## src/rtl/alu_result_log.sv

```systemverilog
// Result FIFO between float_alu and hex_display; the head is shown one 16-bit half at a time.
// A push or pop is visible on the outputs the cycle after its edge; in_ready drops when full or while clear is high.
module alu_result_log #(
    parameter int DEPTH  = 8,
    parameter int RES_W  = 32,
    parameter int FLAG_W = 5
) (
    input  logic                     clk,
    input  logic                     rst,
    input  logic                     in_valid,
    input  logic [RES_W-1:0]         in_result,
    input  logic [FLAG_W-1:0]        in_flags,
    output logic                     in_ready,
    input  logic                     pop,
    input  logic                     step,
    input  logic                     clear,
    output logic [15:0]              disp_data,
    output logic [FLAG_W-1:0]        disp_flags,
    output logic                     disp_half,
    output logic                     disp_enable,
    output logic [$clog2(DEPTH):0]   count
);

    localparam int AW = $clog2(DEPTH);
    localparam int CW = AW + 1;
    localparam logic [CW-1:0] FULL = CW'(DEPTH);

    typedef struct packed {
        logic [FLAG_W-1:0] flags;
        logic [RES_W-1:0]  result;
    } entry_t;

    typedef enum logic [1:0] {
        V_EMPTY = 2'd0,
        V_LO    = 2'd1,
        V_HI    = 2'd2
    } view_t;

    entry_t          mem [DEPTH];
    logic [AW-1:0]   wr_ptr;
    logic [AW-1:0]   rd_ptr;
    logic [CW-1:0]   cnt_q;
    logic [CW-1:0]   cnt_d;
    view_t           view_q;
    view_t           view_d;
    logic            push;
    logic            do_pop;
    entry_t          head;

    // clear is the only input allowed to reach an output combinationally
    assign in_ready = (cnt_q != FULL) && !clear;
    assign push     = in_valid && in_ready;
    assign do_pop   = pop && (cnt_q != '0) && !clear;
    assign head     = mem[rd_ptr];
    assign count    = cnt_q;

    always_comb begin
        cnt_d = cnt_q;
        if (push && !do_pop) begin
            cnt_d = cnt_q + CW'(1);
        end else if (do_pop && !push) begin
            cnt_d = cnt_q - CW'(1);
        end
    end

    // storage is deliberately left out of reset; the pointers define validity
    always_ff @(posedge clk) begin
        if (push) begin
            mem[wr_ptr] <= entry_t'{flags: in_flags, result: in_result};
        end
    end

    always_ff @(posedge clk) begin
        if (rst || clear) begin
            wr_ptr <= '0;
            rd_ptr <= '0;
            cnt_q  <= '0;
        end else begin
            if (push) begin
                wr_ptr <= wr_ptr + AW'(1);
            end
            if (do_pop) begin
                rd_ptr <= rd_ptr + AW'(1);
            end
            cnt_q <= cnt_d;
        end
    end

    always_ff @(posedge clk) begin
        if (rst) begin
            view_q <= V_EMPTY;
        end else begin
            view_q <= view_d;
        end
    end

    always_comb begin
        view_d = view_q;
        if (clear) begin
            view_d = V_EMPTY;
        end else if (do_pop) begin
            // any pop restarts on the low half of whatever becomes head
            view_d = (cnt_d != '0) ? V_LO : V_EMPTY;
        end else begin
            case (view_q)
                V_EMPTY: if (push) view_d = V_LO;
                V_LO:    if (step) view_d = V_HI;
                V_HI:    if (step) view_d = V_LO;
                default: view_d = V_EMPTY;
            endcase
        end
    end

    always_comb begin
        disp_data   = '0;
        disp_flags  = '0;
        disp_half   = 1'b0;
        disp_enable = 1'b0;
        case (view_q)
            V_LO: begin
                disp_data   = head.result[15:0];
                disp_flags  = head.flags;
                disp_enable = 1'b1;
            end
            V_HI: begin
                disp_data   = head.result[31:16];
                disp_flags  = head.flags;
                disp_half   = 1'b1;
                disp_enable = 1'b1;
            end
            default: begin
                disp_data   = '0;
            end
        endcase
    end

endmodule

```

## config.mk

```make
export PLATFORM = sky130hd
export DESIGN_NAME = alu_result_log
export DESIGN_NICKNAME = d
export VERILOG_FILES = /design/src/rtl/alu_result_log.sv
export SDC_FILE = /design/constraint.sdc
export NUM_CORES = 1
export LEC_CHECK = 0
export CORE_MARGIN = 5
export CORE_UTILIZATION = 45
export DETAILED_ROUTE_END_ITERATION = 12
export RECOVER_POWER = 50
export SETUP_SLACK_MARGIN = 0.3
export SKIP_CTS_REPAIR_TIMING = 1
export SYNTH_ARGS = -nofsm -noshare
export SYNTH_HDL_FRONTEND = slang
export SYNTH_SLANG_ARGS = --single-unit
```

## constraint.sdc

```tcl
create_clock -name clk -period 6.8 [get_ports clk]
set_input_delay 1.36 -clock clk [delete_from_list [all_inputs] [get_ports clk]]
set_output_delay 1.36 -clock clk [all_outputs]
set_load 0.01 [all_outputs]
```

==> impl_metrics.env <==
export IMPL_status="finished clean"
export IMPL_path_buf_inv=2
export IMPL_crit_fanout=48
export IMPL_setup_violations=0
export IMPL_p_sw_w=0.000750
export IMPL_grt_max_degree=49
export IMPL_crit_arrival_ps=3650
export IMPL_power_frac_comb_pct=3.6
export IMPL_max_cap_viol_count=0
export IMPL_synth_top_cell_area_share_pct=72.6
export IMPL_wl_per_cell_um=24.6
export IMPL_firstDrtPassIters=4
export IMPL_ys_ff_latch=311
export IMPL_core_mm2=0.0269
export IMPL_slowest_stage="dfxtp_2"
export IMPL_skew_ps=12.5
export IMPL_clock_latency_ps=550
export IMPL_crit_family="buffers and inverters"
export IMPL_final_common_cell="edfxtp_1"
export IMPL_finalNetCount=713
export IMPL_yosysTopAreaCell="edfxtp_1"
export IMPL_drv_slew=0
export IMPL_path_cells="buf_4, mux4_2, mux2_2, a22oi_1, nor2b_1, clkdlybuf4s50_1"
export IMPL_start_util_pct=45.6
export IMPL_routed_wl_um=25300
export IMPL_post_dp_cell_area_mm2=0.0134
export IMPL_post_route_util_pct=53.3
export IMPL_netlist_area_mm2=0.0122
export IMPL_fin_tns_setup_ps=0
export IMPL_htree_levels=1
export IMPL_cts_sinks=311
export IMPL_drive_above_1_share_pct=25.2
export IMPL_dp_hpwl_um=13900
export IMPL_slew_headroom_pct=25.2
export IMPL_endpoint_kind="output pin"
export IMPL_hold_path_class="flop to flop"
export IMPL_area_delta_synth_final_pct=17.0
export IMPL_seqPwrFrac_pct=55.7
export IMPL_internal_power_w=0.00306
export IMPL_yosysWarningCount=0
export IMPL_ys_seq_area_share_pct=75.1
export IMPL_path_clk_slew_ps=60
export IMPL_criticalPathCategory="flop to output pin"
export IMPL_fmax_ghz=0.199
export IMPL_swShare_pct=19.7
export IMPL_drc=0
export IMPL_total_power_w=0.00381
export IMPL_fp_dieH_um=175
export IMPL_synth_fp_nets=626
export IMPL_cts_buffer_depth=3
export IMPL_start_kind="flop"
export IMPL_rows=60
export IMPL_cts_tree="done"
export IMPL_period_share_pct=73.7
export IMPL_synth_cell_types=46
export IMPL_cts_made_buffers=31
export IMPL_routed_via_density=5.63
export IMPL_p_clk_share_pct=40.7
export IMPL_vdd_drop_max_v=0.000168
export IMPL_drtIter0Drc=399
export IMPL_dieWidth_um=175
export IMPL_finalHoldViolations=0
export IMPL_power_density_mw_per_mm2=266
export IMPL_grt_overflow=0
export IMPL_leakage_nw=4.36
export IMPL_grt_pass1_wl_um=38800
export IMPL_worst_slew_pin_slew_ps=1120
export IMPL_synth_cells=575
export IMPL_slowest_delay_ps=820
export IMPL_worstPathRequired_ps=5440
export IMPL_antenna_found_initial=2
export IMPL_die_area_mm2=0.0306
export IMPL_grt_total_usage_pct=16.7
export IMPL_gp_congestion=0.750
export IMPL_fin_crit_ps=5010
export IMPL_grt_pass1_vias=6330
export IMPL_io_buffers=70
export IMPL_grt_setup_unrepaired="false"
export IMPL_fillerInstances=2082
export IMPL_postRouteAntennaNets=0
export IMPL_boundaryPins=71
export IMPL_synthTopCellsByArea="edfxtp_1, mux4_2, mux2_2"
export IMPL_antenna_cells=0
export IMPL_vias=5787
export IMPL_avgSynthCellArea_um2=21.3
export IMPL_root_buffer="clkbuf_16"
export IMPL_fin_area_mm2=0.0143
export IMPL_final_cell_mix="edfxtp_1, mux4_2, dlygate4sd3_1"
## state kept, by name (all words and copies together) (netlist names), named ones only
register,cells
count,4
mem,296
rd_ptr,3
view_q,2
wr_ptr,3
## through the flow
| stage | hold WS, ps | setup slack, ps | cells |
|---|---|---|---|
| finish | 503 | 1790 | 1027 |
| CTS | 509 | 1690 | 1027 |
| floorplan | 454 | 652 | 575 |
| global route | 536 | 1530 | 1027 |
| global placement | 509 | 2300 | 970 |
| detailed placement | 510 | 2290 | 970 |
## final cells by class
cell class	instances	area [µm²]	area share (%)
clock buffers	43	861	6.01
inverters	5	18.8	0.131
flip-flops and latches	311	9200	64.2
multi-input cells	230	2930	20.4
well taps	341	427	2.98
repair buffers	83	823	5.75
clock inverters	14	73.8	0.515
## final timing paths
kind,start,endpoint,slack [ps],depth (start not counted)
worst min register to register,rd_ptr[1],flop,500,2
worst min-delay path,rd_ptr[1],flop,500,2
worst max-delay path,flop,disp_data[0],1790,6
worst max register to register,count[0],mem[7][34],2950,7
## cells in the mapped netlist (all sizes together)
library cell    n
nor4b           2
edfxtp        296
or4             1
nor3b           2
or2             1
and3            1
o311a           1
dfxtp          15
maj3            1
clkbuf         14
nor4            1
mux2i           6
o211ai          1
ha              8
xnor2           5
inv             5
nand2b          6
o21ai           2
and2            2
nand4b          1
o31a            1
xor2            2
or3b            2
mux4           74
and3b           1
a2111o          1
a31oi           1
nand2           8
buf            15
o221ai          1
a2111oi         1
a21o            1
nor2           15
nor2b          21
mux2           32
nand3           1
a22oi          16
a21oi           5
nor3            6
## worst min-delay path: cells and delay by family, from the launching register on
family	cells	cell delay, ps
AO/OA/AOI/OAI	1	90
AND/OR/NAND/NOR	1	50
flip-flops	1	310
## metal layers
layer / GRT usage, % / vias to the layer above / routed length [µm] / share of wire (%)
li1: - / 2547 / - / -
met1: 22.5 / 3038 / 10400 / 41
met2: 28.7 / 157 / 12900 / 51
met3: 3.07 / 41 / 1520 / 6.0
met4: 3.73 / 4 / 437 / 1.7
met5: 0 / - / 25 / 0.099
## cell families (layout without fill, tap and decap cells)
kind of cell               after synthesis  in the layout  share of synthesized area, %
AOI/OAI and AO/OA                       31             31                          1.83
xor gates and xnor gates                 7              7                         0.501
and+or+nand+nor                         71             71                          3.33
DFF                                    311            311                          75.1
muxes                                  112            112                          17.0
buffers and inverters                   34            145                          1.34
adders and majority gates                9              9                         0.899
## power groups by stage
stage               sequential, W  combinational, W  clock [W]
global route              0.00212          0.000147    0.00168
finish                    0.00212          0.000136    0.00155
floorplan                 0.00216         0.0000735          0
global placement          0.00216          0.000137          0
detailed placement        0.00216          0.000142          0
CTS                       0.00212          0.000143    0.00159
Power figures use the tool's default switching activity.
